$ cat config.mk
export PLATFORM = sky130hd
export DESIGN_NAME = seg_dyn_bcd_disp
export DESIGN_NICKNAME = d
export VERILOG_FILES = /design/src/rtl/seg_dyn_bcd_disp.sv
export SDC_FILE = /design/constraint.sdc
export NUM_CORES = 1
export LEC_CHECK = 0
export ABC_AREA = 1
export CORE_ASPECT_RATIO = 1.25
export CORE_UTILIZATION = 29
export DETAILED_ROUTE_END_ITERATION = 8
export DONT_BUFFER_PORTS = 1
export SYNTH_ARGS = -nofsm -noshare
export SYNTH_HDL_FRONTEND = slang
export SYNTH_SLANG_ARGS = --single-unit
$ cat constraint.sdc
create_clock -name sys_clk -period 3 [get_ports sys_clk]
set_clock_uncertainty 0.05 [all_clocks]
set_input_delay 0.15 -clock sys_clk [delete_from_list [all_inputs] [get_ports sys_clk]]
set_output_delay 0.15 -clock sys_clk [all_outputs]
set_load 0.02 [all_outputs]
$ cat src/rtl/seg_dyn_bcd_disp.sv
// Six-digit scanned seven-segment display with a sequential shift-add-3 BCD converter.
// Optional leading-zero blanking is enabled by defining SEG_BLANK_EN.
module seg_dyn_bcd_disp #(
   parameter int CNT_MAX = 49999
) (
   input  logic        sys_clk,
   input  logic        sys_rst_n,
   input  logic [19:0] data,
   input  logic [5:0]  point,
   input  logic        sign,
   input  logic        seg_en,
   output logic [5:0]  sel,
   output logic [7:0]  seg
);

   localparam int CNT_W = (CNT_MAX > 0) ? $clog2(CNT_MAX + 1) : 1;

   typedef enum logic [1:0] {
      S_IDLE,
      S_SHIFT,
      S_LATCH
   } state_t;

   state_t       r_state;
   logic [4:0]   r_bitCnt;
   logic [19:0]  r_bin;
   logic [23:0]  r_bcd;
   logic         r_capSign;
   logic [5:0]   r_capPoint;
   logic [23:0]  r_dispBcd;
   logic         r_dispSign;
   logic [5:0]   r_dispPoint;
   logic [CNT_W-1:0] r_cnt;
   logic [2:0]   r_idx;

   logic [23:0]  w_adj;
   logic [2:0]   w_msd;
   logic [2:0]   w_minusPos;
   logic [3:0]   w_nib;
   logic [7:0]   w_segRaw;
   logic [7:0]   w_seg;
   logic [5:0]   w_sel;

   function automatic logic [7:0] decodeDigit(input logic [3:0] nib);
      case (nib)
         4'd0:    decodeDigit = 8'hC0;
         4'd1:    decodeDigit = 8'hF9;
         4'd2:    decodeDigit = 8'hA4;
         4'd3:    decodeDigit = 8'hB0;
         4'd4:    decodeDigit = 8'h99;
         4'd5:    decodeDigit = 8'h92;
         4'd6:    decodeDigit = 8'h82;
         4'd7:    decodeDigit = 8'hF8;
         4'd8:    decodeDigit = 8'h80;
         4'd9:    decodeDigit = 8'h90;
         default: decodeDigit = 8'hFF;
      endcase
   endfunction

   always_comb begin
      w_adj = r_bcd;
      for (int i = 0; i < 6; i++) begin
         if (r_bcd[i*4 +: 4] >= 4'd5) begin
            w_adj[i*4 +: 4] = r_bcd[i*4 +: 4] + 4'd3;
         end
      end
   end

   // Free-running converter: one capture cycle, 20 shift cycles, one latch cycle.
   always_ff @(posedge sys_clk or negedge sys_rst_n) begin
      if (!sys_rst_n) begin
         r_state     <= S_IDLE;
         r_bitCnt    <= 5'd0;
         r_bin       <= 20'd0;
         r_bcd       <= 24'd0;
         r_capSign   <= 1'b0;
         r_capPoint  <= 6'd0;
         r_dispBcd   <= 24'd0;
         r_dispSign  <= 1'b0;
         r_dispPoint <= 6'd0;
      end else begin
         case (r_state)
            S_IDLE: begin
               r_bin      <= (data > 20'd999999) ? 20'd999999 : data;
               r_bcd      <= 24'd0;
               r_bitCnt   <= 5'd0;
               r_capSign  <= sign;
               r_capPoint <= point;
               r_state    <= S_SHIFT;
            end
            S_SHIFT: begin
               {r_bcd, r_bin} <= {w_adj[22:0], r_bin, 1'b0};
               r_bitCnt       <= r_bitCnt + 5'd1;
               if (r_bitCnt == 5'd19) begin
                  r_state <= S_LATCH;
               end
            end
            S_LATCH: begin
               r_dispBcd   <= r_bcd;
               r_dispSign  <= r_capSign;
               r_dispPoint <= r_capPoint;
               r_state     <= S_IDLE;
            end
            default: r_state <= S_IDLE;
         endcase
      end
   end

   always_ff @(posedge sys_clk or negedge sys_rst_n) begin
      if (!sys_rst_n) begin
         r_cnt <= '0;
         r_idx <= 3'd0;
      end else if (r_cnt == CNT_W'(CNT_MAX)) begin
         r_cnt <= '0;
         r_idx <= (r_idx == 3'd5) ? 3'd0 : r_idx + 3'd1;
      end else begin
         r_cnt <= r_cnt + CNT_W'(1);
      end
   end

   // w_msd is the leftmost digit that must stay visible; everything left of it is blank.
   always_comb begin
`ifdef SEG_BLANK_EN
      w_msd = 3'd0;
      for (int i = 1; i < 6; i++) begin
         if ((r_dispBcd[i*4 +: 4] != 4'd0) || r_dispPoint[i]) begin
            w_msd = 3'(i);
         end
      end
`else
      w_msd = 3'd5;
`endif
      w_minusPos = (w_msd == 3'd5) ? 3'd5 : w_msd + 3'd1;
   end

   always_comb begin
      case (r_idx)
         3'd0:    w_nib = r_dispBcd[3:0];
         3'd1:    w_nib = r_dispBcd[7:4];
         3'd2:    w_nib = r_dispBcd[11:8];
         3'd3:    w_nib = r_dispBcd[15:12];
         3'd4:    w_nib = r_dispBcd[19:16];
         default: w_nib = r_dispBcd[23:20];
      endcase
      if (r_dispSign && (r_idx == w_minusPos)) begin
         w_segRaw = 8'hBF;
      end else if (r_idx > w_msd) begin
         w_segRaw = 8'hFF;
      end else begin
         w_segRaw = decodeDigit(w_nib);
      end
      w_seg = {w_segRaw[7] & ~r_dispPoint[r_idx], w_segRaw[6:0]};
      w_sel = 6'd1 << r_idx;
   end

   // Outputs are registered so sel and seg move together one cycle after the index.
   always_ff @(posedge sys_clk or negedge sys_rst_n) begin
      if (!sys_rst_n) begin
         sel <= 6'd0;
         seg <= 8'hFF;
      end else if (seg_en) begin
         sel <= w_sel;
         seg <= w_seg;
      end else begin
         sel <= 6'd0;
         seg <= 8'hFF;
      end
   end

endmodule

==> metrics.txt, run 1 <==
result of the run=completed; number of placement rows=between 50 and 60; Global Route met2 Usage=between 20% and 30%; Detailed Route WL=12300 um; setup violation total in the final timing report=0; Synth Area in Compound Gates=a little under an eighth; fraction of final layout cells with drive strength greater than 1=under 10%; wire length per cell after detailed routing=about 12 um; portion of netlist area occupied by mux cells=0%; capturing element type of the critical path=flip-flop; number of synthesized register bits=between 100 and 150; Inserted Diodes=0; wire length of the first global-routing pass=approximately 21000 um; largest net degree at the start of global routing=about 120; routed via count divided by cell count=approximately 4.5; post-CTS setup buffers=0; worst-case reg-to-reg path depth=14; first-iteration detailed-routing DRC count=~200; data arrival time of the worst path=~2.7 ns; post-synthesis share of cell area spent on and, or, nand and nor gates=22.0%; CP cell instances=inv_1, ha_1, inv_1, nand2_1, nor2_1, nor2_1, inv_1, ha_1, inv_1, nand3_1, nand3_1, nand3_1, nand2_1, nand2_1; main combinational cell family by area after synthesis=simple AND/OR/NAND/NOR gates; Clock Pin Slew Worst Setup and Hold Paths=approximately 0.060 ns; Pre-antenna DRT Iters=4; slew at the pin closest to its max-slew limit=about 0.7 ns; count of placed standard cells in the final layout, fillers left out=between 1000 and 1500; longest individual stage delay on the worst path=around 0.45 ns; Max VDD drop=0.424 mV; post-detailed-route count of antenna-violating nets=0; total count of max-transition violations in the final report=0; post-layout worst setup margin=around 0.60 ns; area inside the core boundary=~20000 um^2; power density over the cells=approximately 650 nW/um^2; count of filler cells inserted in the layout=around 2000; area of the die=20800 um^2; Placed Instances=between 900 and 1000; Tightest Hold Check Type=in -> reg; insertion delay to the later sink of the worst-skew pair=roughly 0.42 ns; highest-count cells in the layout ignoring fill and taps=sky130_fd_sc_hd__nand2_1, sky130_fd_sc_hd__dfrtp_1, sky130_fd_sc_hd__inv_1; worst path required time=approximately 3.3 ns; worst hold margin=0.146 ns; period utilisation layout=roughly four fifths; worst setup timing slack at the placement stage=around 0.62 ns; count of vias placed by the detailed router=around 4600; timing-limited maximum frequency=between 400 and 500 MHz; antenna violations before repair=0; Seq/Total Area, Yosys=52.3%; Placer Congestion=approximately 0.84; x dimension of the die=about 130 um; Initial Util=between 20% and 30%; GR met1 Demand/Resource=16.5%; cell chosen for the clock root=sky130_fd_sc_hd__clkbuf_16; post-synthesis average cell area=8.39 um^2; minimum clock period=roughly 2.4 ns; CTS tree=yes; # H-tree levels=4; deepest clock path buffer count=2; Post-layout nets=between 700 and 800; grt ovf=0; Boundary Pins=44; HPWL reported at the end of detailed placement=between 8000 and 9000 um; Port-buffer cells=0; relative area change from synthesis to final layout=20.4%; library cell appearing most often on the critical path=sky130_fd_sc_hd__inv_1; overall routing resource usage=roughly an eighth; Die Height=between 150 and 200 um; DRC violation count after routing=0; nets in the synthesized netlist=roughly 750; cell count after synthesis=about 700; count of endpoints failing hold in the final timing report=0; number of global-route vias before repair=about 4400; leakage power summed over all cells=between 3 and 4 nW; setup_tns=0 ns; Post-Synth Adder-Cell Area=~3.8%; post-synthesis share of cell area spent on xor and xnor gates=~2.1%; synth warn=0; maxcap violations=0; met3 Usage GRT=between 3 and 4%; number of cells traversed by the worst hold path=3; CTS buffer count=17; count of distinct cell types in the synthesized netlist=33; Worst path slowest cell=sky130_fd_sc_hd__dfrtp_1; most common cell after layout, fill and taps aside=sky130_fd_sc_hd__nand2_1; total standard cell area after synthesis=around 5900 um^2; largest fanout on the critical path=12; unrepaired setup endpoints after global routing=no; Crit Path Class=reg -> reg; busiest layer in global routing=met2; max_slew headroom=54.2%; critical path startpoint category=flip-flop; clk sink count=between 100 and 150
[state kept, by name (all words and copies together) (netlist names)]
name,cells
r_bin,20
seg,8
r_dispSign,1
r_capPoint,6
r_state,2
r_dispPoint,6
r_capSign,1
r_bitCnt,5
r_cnt,16
r_dispBcd,24
sel,6
r_idx,3
r_bcd,24
[cell type report]
type                    instances  area, um^2  area share (%)
flip-flops and latches        122        3060            43.4
multi-input cells             459        2340            33.2
clock buffers                  17         425            6.03
inverters                      96         360            5.11
repair buffers                 35         355            5.04
well taps                     265         332            4.70
clock inverters                15         176            2.50
[synthesized netlist by cell type]
| master | number | area (um^2) |
|---|---|---|
| sky130_fd_sc_hd__inv_2 | 1 | 3.75 |
| sky130_fd_sc_hd__nor2_8 | 1 | 20.0 |
| sky130_fd_sc_hd__o221ai_1 | 2 | 17.5 |
| sky130_fd_sc_hd__inv_1 | 94 | 353 |
| sky130_fd_sc_hd__nand2_1 | 160 | 601 |
| sky130_fd_sc_hd__xor2_1 | 13 | 114 |
| sky130_fd_sc_hd__o22ai_1 | 9 | 56.3 |
| sky130_fd_sc_hd__xnor2_1 | 1 | 8.76 |
| sky130_fd_sc_hd__nor3_1 | 7 | 35.0 |
| sky130_fd_sc_hd__a31oi_1 | 1 | 6.26 |
| sky130_fd_sc_hd__o211ai_1 | 2 | 15.0 |
| sky130_fd_sc_hd__dfrtp_1 | 114 | 2850 |
| sky130_fd_sc_hd__nor2_1 | 57 | 214 |
| sky130_fd_sc_hd__a21oi_1 | 11 | 55.1 |
| sky130_fd_sc_hd__o311ai_0 | 1 | 8.76 |
| sky130_fd_sc_hd__a22oi_1 | 2 | 15.0 |
| sky130_fd_sc_hd__a21oi_4 | 1 | 16.3 |
| sky130_fd_sc_hd__ha_1 | 18 | 225 |
| sky130_fd_sc_hd__nand3_1 | 59 | 295 |
| sky130_fd_sc_hd__nor4_1 | 2 | 12.5 |
| sky130_fd_sc_hd__dfstp_2 | 8 | 210 |
| sky130_fd_sc_hd__clkinv_1 | 1 | 3.75 |
| sky130_fd_sc_hd__o31ai_1 | 1 | 7.51 |
| sky130_fd_sc_hd__or2_4 | 1 | 8.76 |
| sky130_fd_sc_hd__nand2_2 | 1 | 6.26 |
| sky130_fd_sc_hd__buf_6 | 3 | 33.8 |
| sky130_fd_sc_hd__o32ai_1 | 5 | 43.8 |
| sky130_fd_sc_hd__nand2_4 | 2 | 22.5 |
| sky130_fd_sc_hd__nand4_1 | 12 | 75.1 |
| sky130_fd_sc_hd__buf_1 | 1 | 3.75 |
| sky130_fd_sc_hd__a22o_1 | 1 | 8.76 |
| sky130_fd_sc_hd__o21ai_0 | 89 | 445 |
| sky130_fd_sc_hd__clkbuf_1 | 17 | 63.8 |
[final timing paths]
path / start / endpoint / slack [ns]
hold / removal: data[18] / r_bin[15]$_DFFE_PN0P_ / 0.15
hold reg to reg: r_dispPoint[5]$_DFFE_PN0N_ / seg[7]$_DFF_PN1_ / 0.41
setup / recovery: r_idx[2]$_DFFE_PN0N_ / seg[6]$_DFF_PN1_ / 0.60
min in group asynchronous: sys_rst_n / r_cnt[2]$_DFF_PN0_ / 0.29
setup reg to reg: r_idx[2]$_DFFE_PN0N_ / seg[6]$_DFF_PN1_ / 0.60
max in group asynchronous: sys_rst_n / r_bitCnt[1]$_DFFE_PN0P_ / 2.09
[power breakdown]
part | total [mW] | internal, mW | switching [mW]
sequential | 2.03 | 1.87 | 0.162
combinational | 0.489 | 0.195 | 0.294
clock | 2.08 | 1.25 | 0.824
[per-stage QoR]
step | utilization, % | area (um^2) | total power, mW
6_report | 35.9 | 7050 | 4.60
5_1_grt | 35.9 | 7050 | 4.84
4_1_cts | 35.8 | 7010 | 4.62
3_5_place_dp | 31.3 | 6130 | 2.49
3_3_place_gp | 31.3 | 6130 | 2.48
2_1_floorplan | - | 5860 | 2.38
[worst max-delay path: cells and delay by family (launching register included)]
family | cells | cell delay, ns
and+or+nand+nor | 8 | 0.81
adders and majority gates | 2 | 0.51
buffers and inverters | 4 | 0.51
DFF | 1 | 0.45
[kinds of logic (layout without fill, tap and decap cells)]
group,Yosys count,in the layout
XOR/XNOR,14,14
flip-flops,122,122
AND/OR/NAND/NOR,302,302
adder cells (fa/ha/maj),18,18
buffers and inverters,117,163
AO/OA/AOI/OAI,125,125
[metal layers]
layer | vias to the layer above | share of wire (%)
met5 | - | 0
met4 | 0 | 1.6
met3 | 14 | 3.0
met2 | 61 | 49
met1 | 2168 | 46
li1 | 2338 | -
[timing repair]
action | 4_1_cts | 5_1_grt
endpoints found under the hold margin | 163 | 122
hold buffers | 28 | 2
gates resized for setup | 0 | 0
No activity file was read; power rests on OpenSTA's default activity.
==> inputs of run 2 (changes only) <==
clock period = 2.42 ns   (was 3 ns; I/O delays follow)
==> metrics.txt, run 2 (synthesis results as in run 1) <==
result of the run=finished with violations; failing checks=negative hold slack; Pre-antenna DRT Iters=4; highest-count cells in the layout ignoring fill and taps=sky130_fd_sc_hd__nand2_1, sky130_fd_sc_hd__dfrtp_1, sky130_fd_sc_hd__inv_1; clk sink count=about 120; Placed Instances=roughly 950; critical path startpoint category=flip-flop; end-of-flow core utilization=35.7%; Clock Pin Slew Worst Setup and Hold Paths=0.06 ns; Inserted Diodes=0; largest fanout on the critical path=8; multi-input combinational cell area=2340 um^2; largest net degree at the start of global routing=123; timing-limited maximum frequency=about 470 MHz; most common cell after layout, fill and taps aside=sky130_fd_sc_hd__nand2_1; Worst Path Buf+Inv=4; setup violation total in the final timing report=0; Die Height=roughly 160 um; worst hold margin=-0.641 ns; Placer Congestion=around 0.83; CP cell instances=nand2_1, inv_1, ha_1, inv_1, nand2_1, nor2_1, nor2_1, buf_4, ha_1, inv_1, nor2_1, o21ai_0, nand2_1; longest individual stage delay on the worst path=0.45 ns; area of the die=20800 um^2; HPWL reported at the end of detailed placement=~8500 um; slew at the pin closest to its max-slew limit=0.688 ns; deepest clock path buffer count=2; wire length of the first global-routing pass=21400 um; leading registers by flop count=r_bcd x24, r_dispBcd x24, r_bin x20; max_slew headroom=53.7%; Initial Util=between 20 and 30%; count of endpoints failing hold in the final timing report=about 120; grt ovf=0; unrepaired setup endpoints after global routing=no; insertion delay to the later sink of the worst-skew pair=about 0.40 ns; Crit Path Class=reg -> reg; maxcap violations=0; count of vias placed by the detailed router=roughly 4600; first-iteration detailed-routing DRC count=322; capturing element type of the critical path=flip-flop; post-detailed-route count of antenna-violating nets=0; Max VDD drop=between 0.4 and 0.5 mV; number of global-route vias before repair=~4400; Tot Pwr=roughly 5.5 mW; Tightest Hold Check Type=in -> async; period utilisation layout=a little under 90%; Post-layout nets=roughly 800; fraction of final layout cells with drive strength greater than 1=7.91%; x dimension of the die=roughly 130 um; antenna violations before repair=0; family with the most delay on the worst path=adder cells; Boundary Pins=44; Detailed Route WL=about 12000 um; Port-buffer cells=0; DRC violation count after routing=0; leakage power summed over all cells=roughly 3.3 nW; wire length per cell after detailed routing=12.3 um; CTS tree=yes; count of filler cells inserted in the layout=2000; overall routing resource usage=about an eighth; power density over the cells=just under 800 nW/um^2; setup_tns=0 ns; total count of max-transition violations in the final report=0; # H-tree levels=4; post-CTS setup buffers=0; routed via count divided by cell count=~4.6; CTS buffer count=17; worst path required time=around 2.7 ns; count of placed standard cells in the final layout, fillers left out=between 1000 and 1500; number of buffers inserted for hold repair after clock tree synthesis=28; number of placement rows=57; data arrival time of the worst path=~2.4 ns; sequential cell area=roughly 3100 um^2; area inside the core boundary=a little under 20000 um^2; relative area change from synthesis to final layout=19.6%; minimum clock period=between 2 and 2.5 ns; Worst path slowest cell=sky130_fd_sc_hd__dfrtp_2; cell chosen for the clock root=sky130_fd_sc_hd__clkbuf_16
==> run 2: cell count changes in the layout (fill, tap and decap cells not counted), moves of 2 or more <==
cell and change:
sky130_fd_sc_hd__inv_6 -4, sky130_fd_sc_hd__buf_4 +5, sky130_fd_sc_hd__inv_8 -2, sky130_fd_sc_hd__clkinv_2 +3
==> run 2: worst paths after layout <==
kind	to	cells after the start	slack, ns	start
worst max-delay path	seg[3]$_DFF_PN1_	13	0.31	r_idx[1]$_DFFE_PN0N_
worst min-delay path	r_cnt[2]$_DFF_PN0_	0	-0.64	sys_rst_n
worst max register to register	seg[3]$_DFF_PN1_	13	0.31	r_idx[1]$_DFFE_PN0N_
worst min register to register	seg[7]$_DFF_PN1_	1	0.40	r_dispPoint[5]$_DFFE_PN0N_
max in group asynchronous	seg[3]$_DFF_PN1_	0	2.71	sys_rst_n
min in group sys_clk	r_bin[15]$_DFFE_PN0P_	3	0.10	data[18]
==> run 2: repair_timing <==
action | CTS | global route
endpoints found under the hold margin | 163 | 122
gates resized for setup | 0 | 1
endpoints found under the setup margin | 0 | 1
==> run 2: per-stage QoR <==
| stage | hold slack [ns] | area [um^2] | setup WS [ns] |
|---|---|---|---|
| global route | -0.670 | 7010 | 0.0267 |
| detailed placement | -0.220 | 6170 | 0.288 |
| floorplan | -0.225 | 5860 | 0.324 |
| finish | -0.641 | 7010 | 0.314 |
| global placement | -0.220 | 6170 | 0.370 |
| CTS | -0.668 | 7010 | 0.271 |
==> run 2: area by class of cell <==
class                   count  share of cell area, %
flip-flops and latches    122                   43.7
multi-input cells         459                   33.4
clock buffers              18                   6.27
inverters                  96                   5.14
repair buffers             38                   5.07
well taps                 265                   4.73
clock inverters            13                   1.71
==> run 2: power breakdown <==
| group | switching (mW) | internal [mW] |
|---|---|---|
| clock | 0.944 | 1.44 |
| sequential | 0.205 | 2.32 |
| combinational | 0.335 | 0.238 |
==> run 2: routing by layer <==
layer	GRT usage (%)	wire length, um
met5	0	0
met4	5.35	184
met3	3.33	361
met2	20.9	6120
met1	16.9	5720
==> inputs of run 3 (changes only) <==
GPL_ROUTABILITY_DRIVEN = 0   (was default)
clock period = 1.94 ns   (was 2.42 ns; I/O delays follow)
==> metrics.txt, run 3 (synthesis results as in run 1) <==
number of global-route vias before repair=about 4600; multi-input combinational cell area=~2400 um^2; overall routing resource usage=a little over an eighth; count of filler cells inserted in the layout=slightly below 2000; worst reg2reg setup slack=0.10 ns; antenna violations before repair=0; leading registers by flop count=r_bcd x24, r_dispBcd x24, r_bin x20; wire length of the first global-routing pass=between 20000 and 25000 um; Pre-antenna DRT Iters=4; deepest clock path buffer count=2; highest-count cells in the layout ignoring fill and taps=sky130_fd_sc_hd__nand2_1, sky130_fd_sc_hd__dfrtp_1, sky130_fd_sc_hd__inv_1; number of buffers inserted for hold repair after clock tree synthesis=28; longest individual stage delay on the worst path=0.44 ns; library cell appearing most often on the critical path=sky130_fd_sc_hd__nand2_1; clk sink count=122; first-iteration detailed-routing DRC count=~330; Initial Util=29.9%; GR met1 Demand/Resource=around 16%; period utilisation layout=between 90% and 100%; result of the run=finished with violations; Detailed Route WL=12400 um; CTS tree=yes; Port-buffer cells=0; HPWL reported at the end of detailed placement=8380 um; Inserted Diodes=0; grt ovf=0; largest net degree at the start of global routing=123; count of cell instances traversed by the critical path=12; Clock Pin Slew Worst Setup and Hold Paths=~0.060 ns; slew at the pin closest to its max-slew limit=around 0.48 ns; timing-limited maximum frequency=~540 MHz; minimum clock period=about 1.8 ns; area inside the core boundary=roughly 20000 um^2; capturing element type of the critical path=flip-flop; CP cell instances=nand2_2, inv_2, ha_4, nand2_1, nand2_1, nor2_2, nand3_2, ha_1, inv_1, nor2_1, o21ai_0, nand2_1; count of endpoints failing hold in the final timing report=122; number of placement rows=between 50 and 60; area of the die=approximately 21000 um^2; Worst Path Buf+Inv=2; x dimension of the die=129 um; busiest layer in global routing=met2; Global Route met2 Usage=21.7%; Post-layout nets=794; CTS buffer count=17; largest fanout on the critical path=6; most common cell after layout, fill and taps aside=sky130_fd_sc_hd__nand2_1; worst path required time=around 2.2 ns; setup_tns=0 ns; met3 Usage GRT=3.10%; Worst path slowest cell=sky130_fd_sc_hd__dfrtp_2; worst hold margin=-0.662 ns; routed via count divided by cell count=between 4 and 5; count of vias placed by the detailed router=4645; critical path startpoint category=flip-flop; Tot Pwr=6.89 mW; total count of max-transition violations in the final report=0; DRC violation count after routing=0; wire length per cell after detailed routing=between 10 and 15 um; maxcap violations=0; cell chosen for the clock root=sky130_fd_sc_hd__clkbuf_16; Max VDD drop=approximately 0.65 mV; sequential cell area=3070 um^2; failing checks=negative hold slack; fraction of final layout cells with drive strength greater than 1=11.7%; design area=roughly 7200 um^2; leakage power summed over all cells=between 3 and 4 nW; family with the most delay on the worst path=simple AND/OR/NAND/NOR gates; Die Height=~160 um; Boundary Pins=between 40 and 50; Post-DP Area=approximately 6300 um^2; # H-tree levels=4; Tightest Hold Check Type=in -> async; unrepaired setup endpoints after global routing=yes; insertion delay to the later sink of the worst-skew pair=0.41 ns; setup violation total in the final timing report=0; worst-case reg-to-reg path depth=12; post-detailed-route count of antenna-violating nets=0; relative area change from synthesis to final layout=22.7%; power density over the cells=958 nW/um^2; Crit Path Class=reg -> reg; max_slew headroom=68.1%; data arrival time of the worst path=between 2 and 2.5 ns
-- run 3: path summary, 6_finish.rpt --
kind | endpoint | from
min in group sys_clk | r_bin[15]$_DFFE_PN0P_ | data[18]
min reg2reg | seg[7]$_DFF_PN1_ | r_dispPoint[5]$_DFFE_PN0N_
max | seg[3]$_DFF_PN1_ | r_idx[1]$_DFFE_PN0N_
min | r_cnt[15]$_DFF_PN0_ | sys_rst_n
max in group asynchronous | seg[7]$_DFF_PN1_ | sys_rst_n
max reg2reg | seg[3]$_DFF_PN1_ | r_idx[1]$_DFFE_PN0N_
-- run 3: what timing repair did --
| action | CTS | global route |
|---|---|---|
| endpoints found under the setup margin | 1 | 9 |
| resized for setup | 0 | 21 |
| pin swaps | 2 | 9 |
| buffers inserted | 2 | 2 |
| gates cloned | 0 | 0 |
| hold endpoints to repair | 163 | 122 |
-- run 3: routing by layer --
layer / share of wire (%) / routed length, um / vias to the layer above
li1: - / - / 2376
met1: 46 / 5650 / 2184
met2: 50 / 6230 / 67
met3: 2.4 / 295 / 18
met4: 1.8 / 221 / 0
met5: 0 / 0 / -
-- run 3: where the power goes --
part	total, mW	internal (mW)	switching, mW
combinational	0.748	0.330	0.418
clock	2.99	1.86	1.13
sequential	3.15	2.90	0.249
total	6.89	5.09	1.80
-- run 3: metrics by stage --
stage                     cells  setup WS (ns)  util [%]
after floorplan             698         0.0283         -
after global placement      960         0.0402      31.9
after detailed placement    960        -0.0238      31.9
after CTS                  1022        0.00948      36.3
after global routing       1024        -0.0487      36.6
final                      1024          0.104      36.6
-- run 3: area by class of cell --
class                           instances  area share, %
Sequential cell                       122           42.7
Multi-Input combinational cell        459           33.4
Clock buffer                           22           6.60
Timing Repair Buffer                   50           6.43
Inverter                               96           5.05
Tap cell                              265           4.61
Clock inverter                         10           1.29
